<file path="config.mk">
export PLATFORM = sky130hd
export DESIGN_NAME = seq_detect_scheduler
export DESIGN_NICKNAME = d
export VERILOG_FILES = /design/src/rtl/seq_sched_pkg.sv /design/src/rtl/seq_bit_detector.sv /design/src/rtl/seq_detect_scheduler.sv
export SDC_FILE = /design/constraint.sdc
export NUM_CORES = 1
export LEC_CHECK = 0
export ABC_CLOCK_PERIOD_IN_PS = 4820
export CORE_UTILIZATION = 50
export DETAILED_ROUTE_END_ITERATION = 10
export GPL_ROUTABILITY_DRIVEN = 1
export PLACE_DENSITY = 0.85
export SYNTH_ARGS = -nofsm -noshare
export SYNTH_HDL_FRONTEND = slang
export SYNTH_HIERARCHICAL = 1
export SYNTH_SLANG_ARGS = --single-unit
</file>
<file path="constraint.sdc">
create_clock -name clock -period 4.82 [get_ports clock]
set_input_delay 0.723 -clock clock [delete_from_list [all_inputs] [get_ports clock]]
set_output_delay 0.723 -clock clock [all_outputs]
set_load 0.05 [all_outputs]
</file>
<file path="src/rtl/seq_sched_pkg.sv">
// Shared state encoding, default pattern constants and width helper for the
// sequence detect scheduler.
package seq_sched_pkg;

    typedef enum logic [1:0] {
        IDLE   = 2'd0,
        SHIFT  = 2'd1,
        REPORT = 2'd2
    } state_t;

    localparam int                   DEF_PAT_W   = 4;
    localparam logic [DEF_PAT_W-1:0] DEF_PATTERN = 4'b1011;

    // Wide enough to hold the maximum overlapping hit count of one word.
    function automatic int hit_count_w(input int word_w, input int pat_w);
        return $clog2(word_w - pat_w + 2);
    endfunction

endpackage

</file>
<file path="src/rtl/seq_bit_detector.sv">
// Serial pattern detector: match is combinational on the bit that completes the
// pattern; no backpressure, history advances on shift_en and is wiped by clear.
module seq_bit_detector
    import seq_sched_pkg::*;
#(
    parameter int               PAT_W   = DEF_PAT_W,
    parameter logic [PAT_W-1:0] PATTERN = DEF_PATTERN
) (
    input  logic clock,
    input  logic reset,
    input  logic clear,
    input  logic shift_en,
    input  logic bit_in,
    output logic match
);

    localparam int                FILL_W = $clog2(PAT_W);
    localparam logic [FILL_W-1:0] FULL   = FILL_W'(PAT_W - 1);

    logic [PAT_W-2:0]  hist;
    logic [FILL_W-1:0] fill;
    logic [PAT_W-1:0]  window;

    assign window = {hist, bit_in};

    // fill gates out matches formed against the zeroed history of a fresh word.
    assign match = shift_en && (fill == FULL) && (window == PATTERN);

    always_ff @(posedge clock) begin
        if (!reset || clear) begin
            hist <= '0;
            fill <= '0;
        end else if (shift_en) begin
            hist <= window[PAT_W-2:0];
            if (fill != FULL) begin
                fill <= fill + FILL_W'(1);
            end
        end
    end

endmodule

</file>
<file path="src/rtl/seq_detect_scheduler.sv">
// Shares one serial pattern detector among N_REQ requesters: grant in IDLE, WORD_W shift cycles, 1 report cycle;
// requests wait while busy. Define SEQ_SCHED_FIXED_PRIO_EN for fixed lowest-index priority instead of round-robin.
module seq_detect_scheduler
    import seq_sched_pkg::*;
#(
    parameter int               N_REQ   = 4,
    parameter int               WORD_W  = 8,
    parameter int               PAT_W   = DEF_PAT_W,
    parameter logic [PAT_W-1:0] PATTERN = DEF_PATTERN
) (
    input  logic                                   clock,
    input  logic                                   reset,
    input  logic [N_REQ-1:0]                       req,
    input  logic [N_REQ*WORD_W-1:0]                data,
    output logic [N_REQ-1:0]                       grant,
    output logic                                   busy,
    output logic                                   bit_out,
    output logic                                   match,
    output logic                                   done,
    output logic [$clog2(N_REQ)-1:0]               done_id,
    output logic [hit_count_w(WORD_W, PAT_W)-1:0]  hit_count
);

    localparam int ID_W  = $clog2(N_REQ);
    localparam int CNT_W = $clog2(WORD_W);
    localparam int HC_W  = hit_count_w(WORD_W, PAT_W);

    state_t            state;
    state_t            next_state;
    logic [WORD_W-1:0] word;
    logic [CNT_W-1:0]  bit_idx;
    logic [ID_W-1:0]   winner;
    logic              accept;
    logic              shift_en;

`ifdef SEQ_SCHED_FIXED_PRIO_EN
    always_comb begin
        winner = '0;
        for (int i = N_REQ - 1; i >= 0; i--) begin
            if (req[i]) begin
                winner = ID_W'(i);
            end
        end
    end
`else
    logic [ID_W-1:0] last;
    logic [ID_W-1:0] idx;
    logic            found;

    // Search begins just after the previous winner and wraps.
    always_comb begin
        winner = '0;
        idx    = '0;
        found  = 1'b0;
        for (int i = 1; i <= N_REQ; i++) begin
            idx = ID_W'((int'(last) + i) % N_REQ);
            if (!found && req[idx]) begin
                found  = 1'b1;
                winner = idx;
            end
        end
    end

    always_ff @(posedge clock) begin
        if (!reset) begin
            last <= ID_W'(N_REQ - 1);
        end else if (accept) begin
            last <= winner;
        end
    end
`endif

    // Gated by reset so no grant is offered while reset is held low.
    assign accept   = reset && (state == IDLE) && (|req);
    assign shift_en = (state == SHIFT);

    always_ff @(posedge clock) begin
        if (!reset) begin
            state <= IDLE;
        end else begin
            state <= next_state;
        end
    end

    always_comb begin
        next_state = state;
        case (state)
            IDLE:    if (accept) next_state = SHIFT;
            SHIFT:   if (bit_idx == CNT_W'(WORD_W - 1)) next_state = REPORT;
            REPORT:  next_state = IDLE;
            default: next_state = IDLE;
        endcase
    end

    always_comb begin
        grant   = '0;
        busy    = 1'b0;
        bit_out = 1'b0;
        done    = 1'b0;
        case (state)
            IDLE: begin
                if (accept) grant = N_REQ'(1) << winner;
            end
            SHIFT: begin
                busy    = 1'b1;
                bit_out = word[WORD_W-1];
            end
            REPORT: begin
                busy = 1'b1;
                done = 1'b1;
            end
            default: ;
        endcase
    end

    // The latched word shifts left so its MSB is always the bit on the wire.
    always_ff @(posedge clock) begin
        if (!reset) begin
            word      <= '0;
            bit_idx   <= '0;
            done_id   <= '0;
            hit_count <= '0;
        end else if (accept) begin
            word      <= data[winner*WORD_W +: WORD_W];
            bit_idx   <= '0;
            done_id   <= winner;
            hit_count <= '0;
        end else if (shift_en) begin
            word    <= {word[WORD_W-2:0], 1'b0};
            bit_idx <= bit_idx + CNT_W'(1);
            if (match) begin
                hit_count <= hit_count + HC_W'(1);
            end
        end
    end

    seq_bit_detector #(
        .PAT_W   (PAT_W),
        .PATTERN (PATTERN)
    ) u_detector (
        .clock    (clock),
        .reset    (reset),
        .clear    (accept),
        .shift_en (shift_en),
        .bit_in   (bit_out),
        .match    (match)
    );

endmodule

</file>
==> summary.log <==
qor: status.status complete, no violations
qor: synthesis.synth_enable_flop_cells 0
qor: synthesis.async_reset_ff_share 0%
qor: timing.slew-limit-headroom 61.04%
qor: timing.final.setup_skew 4.833 ps
qor: detailed_routing.average_detailed_routed_wire_length_per_instance 15.20 um
qor: synthesis.yosys.area.top_type_share 31.20%
qor: clock_network.cts.root.buffer_cell sky130_fd_sc_hd__clkbuf_4
qor: floorplan.dieWidth 58.64 um
qor: synthesis.yosys.area.top_type sky130_fd_sc_hd__dfxtp_1
qor: global_route.antenna_violations_before_repair 0
qor: synthesis.ys_ff_latch 25
qor: synthesis.syn-instance-count 181
qor: clock_network.tritoncts built
qor: synthesis.ys_warn_count 6
qor: worst_setup_path.worst_setup_path_end_kind primary output
qor: detailed_routing.detail_route.drc_violations 0
qor: detailed_routing.drt-vias-per-instance 5.661
qor: timing.grt_setup_unrepaired no
qor: timing.finalSetupViolations 0
qor: timing.timing.final.ws_setup 911.7 ps
qor: place.place.gp.congestion 0.8265
qor: timing.finalHoldWorstSlack 457.9 ps
qor: clock_network.htreeDepth 1
qor: worst_setup_path.worst_path_dominant_cell_family buffers and inverters
qor: layout.layout-drive-gt1-share 6.608%
qor: clock_network.postCtsSetupRepairBufs 0
qor: clock_network.cts_buffer_depth 2
qor: worst_setup_path.slowest_delay 850 ps
qor: worst_setup_path.timing.critical_path.required 4100 ps
qor: layout.num-fill-cells 263
qor: layout.areaGrowthSynthToFinish 33.46%
qor: clock_network.cts_resized 0
qor: detailed_routing.drt_iter0_drc 98
qor: timing.pins_over_slew_limit 0
qor: synthesis.postSynthAreaPerCell 8.862 um2
qor: worst_setup_path.critPathMostFrequentCell sky130_fd_sc_hd__clkdlybuf4s50_1
qor: layout.n_antenna_cell 0
qor: timing.timing_hold_violations_final 0
qor: synthesis.synth.cell_area 0.001604 mm2
qor: run.drv_cap 0
qor: layout.fin_nets 274
qor: hold_path.worstHoldPathType register to register
qor: global_route.via_count_of_the_first_global_routing_pass 1485
qor: global_route.grt.overflow.total 0
qor: power.ir_drop 0.2829 mV
qor: synthesis.synth.cells.most_frequent 25 x sky130_fd_sc_hd__dfxtp_1, 14 x sky130_fd_sc_hd__mux2i_1, 14 x sky130_fd_sc_hd__nor2_1
qor: floorplan.io_pins 51
qor: worst_setup_path.worstPathMaxFanout 10
qor: clock_network.cts.clk_slew.worst_paths 130 ps
qor: worst_setup_path.slowest_stage sky130_fd_sc_hd__clkdlybuf4s50_1
qor: floorplan.start_util 52.54%
qor: floorplan.coreArea 0.003053 mm2
qor: timing.achievable-frequency 255.9 MHz
qor: clock_network.cts-hold-fix-buffers 0
qor: worst_setup_path.setup.worst_path.start_class input port
qor: synthesis.number_of_different_library_cells_in_the_post_synthesis_netlist 45
qor: synthesis.synth-seq-area-share 31.20%
qor: worst_setup_path.setup.worst_path.class input port to primary output
qor: layout.post-route-util 70.12%
qor: power.leakage 0.8109 nW
qor: detailed_routing.via_count 1534
qor: clock_network.cts_inserted_buffers 3
qor: detailed_routing.detailedRoute.firstPassIterationCount 4
qor: timing.fin_tns_setup 0 ps
qor: worst_setup_path.critical_path.cell_chain clkdlybuf4s50_1 > nor2b_1 > o21a_1 > nor3_4 > nor3_1 > clkdlybuf4s50_1
qor: global_route.grt_first_pass_wirelength 6596 um
qor: detailed_routing.route.antenna.remaining_nets 0
qor: worst_setup_path.wp_data_arrival 3190 ps
qor: floorplan.die_outline_area 0.003439 mm2
qor: detailed_routing.postRouteWirelength 4118 um
qor: place.port-buffer-count 50
qor: synthesis.synth.top_cells.by_area sky130_fd_sc_hd__dfxtp_1 31%, sky130_fd_sc_hd__mux2i_1 8.7%, sky130_fd_sc_hd__ha_1 6.2%, sky130_fd_sc_hd__o31ai_1 4.2%, sky130_fd_sc_hd__nand4_1 3.9%
qor: power.pwr_density_cell 354.5 mW/mm2
qor: timing.actual_transition_at_the_worst_max_transition_pin 584.3 ps
qor: place.dp_hpwl 3201 um
qor: global_route.grt_start_max_net_pins 20
qor: timing.final.period_utilization 81.09%
qor: global_route.grt.total_usage 24.90%
qor: clock_network.clock-sinks 25
qor: synthesis.synth.net_count 227
qor: place.place_ws 916.3 ps
qor: floorplan.die_height 58.64 um
qor: clock_network.clkLatencyLatePin 320 ps
qor: synthesis.post-synth-top-count-cell sky130_fd_sc_hd__dfxtp_1
qor: floorplan.rows 20
qor: synthesis.postSynth.topFlopCell sky130_fd_sc_hd__dfxtp_1
qor: worst_setup_path.critical_path.n_buffers_inverters 2
qor: timing.finalWorstPathRequiredPeriod 3908 ps
layer usage:
metal | track usage [%] | wire, um | vias to the layer above
met5 | 0 | 0 | -
met4 | 6.803 | 25 | 0
met3 | 5.055 | 157 | 2
met2 | 43.19 | 2064 | 39
met1 | 31.42 | 1871 | 730
li1 | - | - | 763
worst register-to-register path: cells and delay by family, from the launching register on:
family                   cells  cell delay [ps]
XOR/XNOR                     1              190
flip-flops                   1              360
buffers and inverters        1              110
AND/OR/NAND/NOR              5              990
adder cells (fa/ha/maj)      1              540
area by class of cell:
type	count	area [um2]	share of cell area, %
clock buffers	4	26.28	1.227
inverters	7	26.28	1.227
multi-input cells	137	1002	46.81
flip-flops and latches	25	500.5	23.38
well taps	44	55.05	2.572
repair buffers	54	530.5	24.78
cells by family after synthesis:
| group | after synthesis | synth area share (%) |
|---|---|---|
| AOI/OAI and AO/OA | 48 | 21.69 |
| DFF | 25 | 31.20 |
| and+or+nand+nor | 61 | 22.23 |
| muxes | 16 | 10.14 |
| adders and majority gates | 8 | 6.240 |
| xor gates and xnor gates | 4 | 2.184 |
| buffers and inverters | 19 | 6.318 |
cells in the final DEF (no fill, tap or decap), drive strengths merged:
cell type,n
nor2b,4
and4,2
dfxtp,25
clkbuf,4
inv,7
o22a,1
nand2b,8
buf,4
mux2i,14
o21ai,6
o311a,1
xnor2,2
and2,1
nand2,6
o211ai,4
ha,8
o221ai,3
o22ai,1
nand3,5
nor3b,3
nor3,4
a31oi,4
a21o,5
mux2,2
nand4,10
a21oi,6
a211o,5
o21a,3
and3,1
clkdlybuf4s50,50
nor2,14
xor2,2
o31ai,9
or3b,1
or4,1
or2,1
registers in the layout, indices dropped and copies added, names as in the netlist:
register / flops
u_detector/hist: 3
word: 8
done_id: 2
bit_idx: 3
hit_count: 3
last: 2
u_detector/fill: 2
state: 2
final timing paths:
kind                                  from            to  slack, ps  cells past startpoint
worst min register to register  done_id[0]    done_id[0]        460                      2
worst max-delay path                req[3]      grant[1]        910                      6
worst min-delay path            done_id[0]    done_id[0]        460                      2
worst max register to register    state[1]  hit_count[0]       2500                      8
power by group:
part	switching [mW]	internal (mW)
Sequential	0.0244	0.243
Clock	0.0597	0.0324
Combinational	0.226	0.174
Total	0.310	0.449
through the flow:
stage	power, mW	std cells	cell area, um2
after global placement	0.6525	267	2115
final	0.7590	271	2141
after CTS	0.7589	271	2141
after floorplan	0.5690	181	1604
after global routing	0.8039	271	2141
after detailed placement	0.6671	267	2115
Note: power is estimated with default switching activity, not from simulation.
